<file path="src/rtl/result_collector_pkg.sv">
// Shared types and constants for the complex result collector.
// The narrowing macro RESULT_SAT_EN is consumed by sat_narrow.
package result_collector_pkg;

  typedef enum logic [1:0] {
    ST_IDLE    = 2'd0,
    ST_COLLECT = 2'd1,
    ST_DRAIN   = 2'd2
  } state_t;

  // Both accumulator input and narrowed output keep 11 fraction bits.
  localparam int FRAC_BITS = 11;

  function automatic int depth_of(input int dim);
    return dim * dim;
  endfunction

  function automatic int idx_w_of(input int dim);
    return (dim * dim > 1) ? $clog2(dim * dim) : 1;
  endfunction

  // Largest and smallest values representable in a signed w-bit output.
  function automatic longint sat_hi(input int w);
    return (longint'(1) << (w - 1)) - 1;
  endfunction

  function automatic longint sat_lo(input int w);
    return -(longint'(1) << (w - 1));
  endfunction

endpackage

</file>
<file path="src/rtl/sat_narrow.sv">
// Combinational ACC_W -> OUT_W narrowing; binary point unchanged.
// RESULT_SAT_EN defined: clamp to the OUT_W signed range; undefined: truncate and wrap.
module sat_narrow
  import result_collector_pkg::*;
#(
  parameter int ACC_W = 32,
  parameter int OUT_W = 16
) (
  input  logic [ACC_W-1:0] acc_in,
  output logic [OUT_W-1:0] nar_out
);

`ifdef RESULT_SAT_EN
  localparam logic signed [ACC_W-1:0] HI = ACC_W'(sat_hi(OUT_W));
  localparam logic signed [ACC_W-1:0] LO = ACC_W'(sat_lo(OUT_W));

  always_comb begin
    nar_out = acc_in[OUT_W-1:0];
    if ($signed(acc_in) > HI) begin
      nar_out = HI[OUT_W-1:0];
    end else if ($signed(acc_in) < LO) begin
      nar_out = LO[OUT_W-1:0];
    end
  end
`else
  logic unused_hi;
  assign unused_hi = ^acc_in[ACC_W-1:OUT_W];
  assign nar_out   = acc_in[OUT_W-1:0];
`endif

endmodule

</file>
<file path="src/rtl/result_collector.sv">
// Captures one complex element per rising flag_r edge into a DIM*DIM buffer, then
// streams it row-major over valid/ready. Optional saturation via RESULT_SAT_EN.
module result_collector
  import result_collector_pkg::*;
#(
  parameter int DIM   = 3,
  parameter int ACC_W = 32,
  parameter int OUT_W = 16
) (
  input  logic                       clk,
  input  logic                       rst,
  input  logic                       start,
  input  logic                       flag_r,
  input  logic                       flag_i,
  input  logic [ACC_W-1:0]           acc_r,
  input  logic [ACC_W-1:0]           acc_i,
  output logic                       out_valid,
  input  logic                       out_ready,
  output logic [OUT_W-1:0]           out_real,
  output logic [OUT_W-1:0]           out_imag,
  output logic [idx_w_of(DIM)-1:0]   out_index,
  output logic                       out_last,
  output logic                       done,
  output logic                       err_overrun,
  output logic                       err_sync
);

  localparam int                DEPTH = depth_of(DIM);
  localparam int                IDX_W = idx_w_of(DIM);
  localparam logic [IDX_W-1:0]  LAST  = IDX_W'(DEPTH - 1);

  state_t           state;
  logic [IDX_W-1:0] wr_cnt;
  logic [IDX_W-1:0] rd_cnt;
  logic             flag_r_q;
  logic             capture;
  logic             store;

  logic [ACC_W-1:0] mem_r [DEPTH];
  logic [ACC_W-1:0] mem_i [DEPTH];
  logic [OUT_W-1:0] nar_r;
  logic [OUT_W-1:0] nar_i;

  assign capture = flag_r & ~flag_r_q;
  // A simultaneous start wins over the capture.
  assign store   = (state == ST_COLLECT) && capture && !start;

  always_ff @(posedge clk) begin
    if (rst) begin
      state       <= ST_IDLE;
      wr_cnt      <= '0;
      rd_cnt      <= '0;
      flag_r_q    <= 1'b0;
      out_valid   <= 1'b0;
      done        <= 1'b0;
      err_overrun <= 1'b0;
      err_sync    <= 1'b0;
    end else begin
      flag_r_q <= flag_r;
      done     <= 1'b0;
      case (state)
        ST_IDLE: begin
          if (start) begin
            state       <= ST_COLLECT;
            wr_cnt      <= '0;
            err_overrun <= 1'b0;
            err_sync    <= 1'b0;
          end
        end
        ST_COLLECT: begin
          if (start) begin
            wr_cnt      <= '0;
            err_overrun <= 1'b0;
            err_sync    <= 1'b0;
          end else if (capture) begin
            if (!flag_i) begin
              err_sync <= 1'b1;
            end
            if (wr_cnt == LAST) begin
              state     <= ST_DRAIN;
              wr_cnt    <= '0;
              rd_cnt    <= '0;
              out_valid <= 1'b1;
            end else begin
              wr_cnt <= wr_cnt + 1'b1;
            end
          end
        end
        ST_DRAIN: begin
          if (capture) begin
            err_overrun <= 1'b1;
          end
          if (out_ready) begin
            if (rd_cnt == LAST) begin
              state     <= ST_IDLE;
              rd_cnt    <= '0;
              out_valid <= 1'b0;
              done      <= 1'b1;
            end else begin
              rd_cnt <= rd_cnt + 1'b1;
            end
          end
        end
        default: begin
          state     <= ST_IDLE;
          out_valid <= 1'b0;
        end
      endcase
    end
  end

  // Buffer has no reset; its contents only matter once all entries are rewritten.
  always_ff @(posedge clk) begin
    if (store) begin
      mem_r[wr_cnt] <= acc_r;
      mem_i[wr_cnt] <= acc_i;
    end
  end

  sat_narrow #(.ACC_W(ACC_W), .OUT_W(OUT_W)) u_nar_r (
    .acc_in  (mem_r[rd_cnt]),
    .nar_out (nar_r)
  );

  sat_narrow #(.ACC_W(ACC_W), .OUT_W(OUT_W)) u_nar_i (
    .acc_in  (mem_i[rd_cnt]),
    .nar_out (nar_i)
  );

  // Data fields are forced to zero outside DRAIN so reset and idle values are defined.
  assign out_real  = out_valid ? nar_r : '0;
  assign out_imag  = out_valid ? nar_i : '0;
  assign out_index = out_valid ? rd_cnt : '0;
  assign out_last  = out_valid && (rd_cnt == LAST);

endmodule

</file>
<file path="config.mk">
export PLATFORM = sky130hd
export DESIGN_NAME = result_collector
export DESIGN_NICKNAME = d
export VERILOG_FILES = /design/src/rtl/result_collector_pkg.sv /design/src/rtl/sat_narrow.sv /design/src/rtl/result_collector.sv
export SDC_FILE = /design/constraint.sdc
export NUM_CORES = 1
export LEC_CHECK = 0
export BUFFER_PORTS_ARGS = -buffer_cell sky130_fd_sc_hd__buf_2
export CORE_ASPECT_RATIO = 0.75
export CORE_MARGIN = 1.5
export CORE_UTILIZATION = 40
export CTS_CLUSTER_DIAMETER = 100
export DETAILED_ROUTE_END_ITERATION = 10
export PLACE_DENSITY = 0.65
export SYNTH_ARGS = -nofsm -noshare
export SYNTH_HDL_FRONTEND = slang
export SYNTH_SLANG_ARGS = --single-unit
</file>
<file path="constraint.sdc">
create_clock -name clk -period 7.15 [get_ports clk]
set_clock_uncertainty 0.15 [all_clocks]
set_input_delay 0.3575 -clock clk [delete_from_list [all_inputs] [get_ports clk]]
set_output_delay 0.3575 -clock clk [all_outputs]
set_load 0.05 [all_outputs]
</file>
**Yosys cells after proc, flatten, opt, wreduce, memory -nomap -nowiden**

Memories as Yosys holds them, arrays and structs flattened. A register that Yosys moved wholly into a read port is not among the register bits.
Index checks and enable logic that the tools add are counted.
W data, S select, Z words.

- RAM bits: 576
- Memories: 2
- Word-level logic and storage cells: 88
- Register bits after elaboration: 15
- Output and inout port bits: 41

- Reduce and logical (&&, ||, !) cells: 16
- Mux-type cells: 41
- Add/sub/neg operators: 2
- Bitwise logic cells: 5
- Equal/unequal tests: 14

Memories:

| memory | words | bits a word | read ports | clocked after memory_dff | wr ports | RTL line | source |
|---|---|---|---|---|---|---|---|
| mem_i | 9 | 32 | 1 | 1 | 1 | result_collector.sv:40 | `logic [ACC_W-1:0] mem_i [DEPTH];` |
| mem_r | 9 | 32 | 1 | 1 | 1 | result_collector.sv:39 | `logic [ACC_W-1:0] mem_r [DEPTH];` |

Operator list:

| cell | count |
|---|---|
| $mux W4 | 14 |
| $mux W16 | 2 |
| $pmux W4 S2 | 2 |
| $mux W1 | 13 |
| $mux W2 | 6 |
| $ne A2 B2 Y1 const B | 6 |
| $reduce_and A6 Y1 | 2 |
| $add A4 B1 Y4 const B | 2 |
| $eq A4 B4 Y1 const B | 2 |
| $ne A3 B3 Y1 const B | 2 |
| $pmux W2 S3 | 1 |
| $reduce_and A3 Y1 | 2 |
| $reduce_bool A2 Y1 | 3 |
| $reduce_and A5 Y1 | 1 |
| $ne A2 B1 Y1 const B | 2 |
| $not A1 Y1 | 4 |
| $pmux W1 S2 | 2 |
| $reduce_and A4 Y1 | 1 |
| $logic_and A1 B1 Y1 | 3 |
| $pmux W1 S3 | 1 |
| $reduce_or A3 Y1 | 1 |
| $eq A2 B1 Y1 const B | 1 |
| $eq A2 B2 Y1 const B | 1 |
| $logic_not A2 Y1 | 1 |
| 3 further kinds | 3 |

**Longest topological paths before layout**

- Depth in word-level cells: 7
- Mapped depth: 6
- Mapped depth without buffers: 6

**Cells and area by module**

From an unflattened synthesis, not the netlist that was laid out.

- Cells, all modules: 1,127
- Area total of the unflattened synthesis: 23,038.3 um2

By module, submodules not included:

| module | sequential area each (um2) | cells an instance | area an instance (um2) | times used |
|---|---|---|---|---|
| result_collector | 17,677.0 | 1,095 | 22,798.1 | 1 |
| sat_narrow | 0.0 | 16 | 120.1 | 2 |

**Least setup slack after synthesis**

No wires, ideal clock.

- Kind: reg2reg
- From: register state[1]
- To: memory mem_i[4][0], enable pin
- Slack: 4.622 ns
- Arrival: 1.986 ns
- Stages on the path, launching flop included: 5
- Buffers on the path: 1
- Period minus slack after synthesis: 2.528 ns
- Cells stage by stage: dfxtp_1 -> buf_2 -> or3b_4 -> nor3_1 -> and3_1

- Longest elaborated chain between the ends: 5

RTL lines:

| item | RTL line | source |
|---|---|---|
| start: declaration | result_collector.sv:32 | `state_t state;` |
| start signal: assignment | result_collector.sv:50 | `state <= ST_IDLE;` |
| start signal: assignment | result_collector.sv:64 | `state <= ST_COLLECT;` |
| start signal: assignment | result_collector.sv:80 | `state <= ST_DRAIN;` |
| $eq A2 B1 Y1 | result_collector.sv:46 | `assign store = (state == ST_COLLECT) && capture && !start;` |
| $logic_and A1 B1 Y1 (2 in series) | result_collector.sv:46 |  |
| $mux W1 | result_collector.sv:114 | `if (store) begin` |
| $mux W1 (implied by the code) | result_collector.sv:116 | `mem_i[wr_cnt] <= acc_i;` |
| end: declaration | result_collector.sv:40 |  |

No other way between the ends.

==> results.cfg <==
[logic_synthesis]
synthFlopType = edfxtp_1
yosysWarnings = 0
yosysTopAreaCellShare_pct = 73.8
yosys_register_bits = 307
synth_most_common_cell = edfxtp_1
yosys.area.top_type = edfxtp_1
synthTopCellsByArea = edfxtp_1, mux4_2, dfxtp_1, o22ai_1, o21ai_0
synth_cell_types = 35
netlist_area_um2 = 11700
netlist_top_cells_count = edfxtp_1, mux4_2, nor2_1
syn-num-nets = 672
synth_edf_count = 288
synthCells = 596
synthArstFlopShare_pct = 0
ys_seq_area_share_pct = 77.0
avgSynthCellArea_um2 = 19.7

[route]
drtIter0Drc = 558
wl_per_cell_um = 22.1
via_per_inst = 5.32
drt-pass1-iter-count = 4
vias = 6024
routed_wl_mm = 25.0
postRouteAntennaNets = 0
drc = 0

[global_route]
grt_pass1_vias = 6340
overflow = 0
antenna_found_initial = 0
grt_max_degree = 45
grt_pass1_wl_mm = 37.9
track_usage_pct = 16.8

[setup_path]
cp-start-kind = register
cp-end-kind = primary output
cp.arrival_ps = 3080
critical_path_class = register to primary output
cp_max_fo = 42
required_ps = 6640

[clocking]
cts_root_buf = clkbuf_16
cts_sinks = 307
clockBufferDepth = 3
cts_tree = built
postCtsSetupRepairBufs = 0
cts_made_buffers = 30
cts_resized = 0
htree_levels = 1
clock_latency_ps = 540
holdBufCountCts = 36
path_clk_slew_ps = 70

[power_and_ir_drop]
power_density_nw_per_um2 = 270
irDropWorstVdd_uv = 198
fin_total_pwr_mw = 3.78
p_leak_nw = 4.52

[timing]
slew_viol_final = 0
finalCritPeriodShare_pct = 50.2
setup_viol = 0
worst_pin_slew_ps = 1120
finalWorstSetupSlack_ps = 3560
rsz0062_at_grt = false
fmax_ghz = 0.278
fin_setup_tns_ps = 0
fin_crit_ps = 3590
maxSlewHeadroom_pct = 25.3
hold_viol_final = 0

[floorplanning]
fp.dieH_um = 151
rows = 54
dieArea_um2 = 30400
io_pins = 111
coreArea_um2 = 29000
die_w_um = 201
start_util_pct = 40.5

[worst_hold_path]
min_path_type = input pin to register

[placed_design]
dpl_worst_slack_ps = 3980
place_hpwl_mm = 13.1
port_buffers = 78
gp_congestion = 0.713

[cells_and_area]
final_nets = 792
drive_gt1_share_pct = 29.2
antennaDiodeCount = 0
syn2layout_area_growth_pct = 19.3
fillers = 2386

[flow_run]
maxCapViolations = 0

[outcome]
status = complete, no violations
==> per-layer routing <==
layer / vias up / wire, um / track usage [%]
li1: 2678 / - / -
met1: 3144 / 11100 / 23.0
met2: 160 / 12400 / 28.8
met3: 42 / 1130 / 2.43
met4: 0 / 409 / 3.61
met5: - / 0 / 0
==> path summary, 6_finish.rpt <==
check / from / end / cells after the start / slack (ps)
worst max-delay path: register / out_real[15] / 5 / 3560
worst min register to register: err_overrun / err_overrun / 2 / 330
worst max register to register: state[0] / mem_r[0][7] / 3 / 4390
worst min-delay path: rst / state[1] / 2 / 60
==> area by class of cell <==
cell class	instances	area, um^2	area share (%)
multi-input cells	249	2520	18.0
clock buffers	31	776	5.55
repair buffers	119	788	5.64
clock inverters	25	343	2.45
well taps	392	490	3.51
inverters	9	33.8	0.242
flip-flops and latches	307	9030	64.6
==> cell families after synthesis <==
group | synth area share (%)
flops | 77.0
compound gates | 4.29
mux | 12.3
buf+inv | 1.58
fa+ha+maj | 0.640
simple gates | 4.19
==> worst max-delay path: stages, from the launching register on <==
cell     delay, ps
dfxtp_4        650
buf_4          760
mux4_2         600
o22ai_1        200
nor2_1         100
buf_2          220
==> stage by stage <==
step	instance area (um^2)	cells	util (%)	hold WS [ps]
after global placement	12500	1040	43.2	312
after CTS	14000	1132	48.3	37.0
final	14000	1132	48.3	56.1
after floorplan	11700	596	-	306
after global routing	14000	1132	48.3	59.9
after detailed placement	12500	1040	43.2	314
==> placed cells by master (no fill, tap or decap), types with 6 or more instances in the layout <==
cell           count
o21ai_0           34
clkinv_2           6
inv_1              9
clkbuf_16         31
a21oi_1           10
dfxtp_1           17
mux4_2            64
buf_2             78
bufinv_16          8
edfxtp_1         288
nand2_1            7
o22ai_1           34
nor2_1            42
dlygate4sd3_1     36
ha_1               6
==> sequential cells by signal, summed over array words and instances, names as in the netlist, 2 cells and up, named ones only <==
register / cells
mem_r: 144
wr_cnt: 4
mem_i: 144
state: 2
rd_cnt: 4
==> power breakdown <==
group | internal, mW | switching, mW | total [mW]
clock network | 1.08 | 0.662 | 1.74
logic | 0.0286 | 0.0376 | 0.0662
registers | 1.97 | 0.00240 | 1.97
Power figures use the tool's default switching activity.
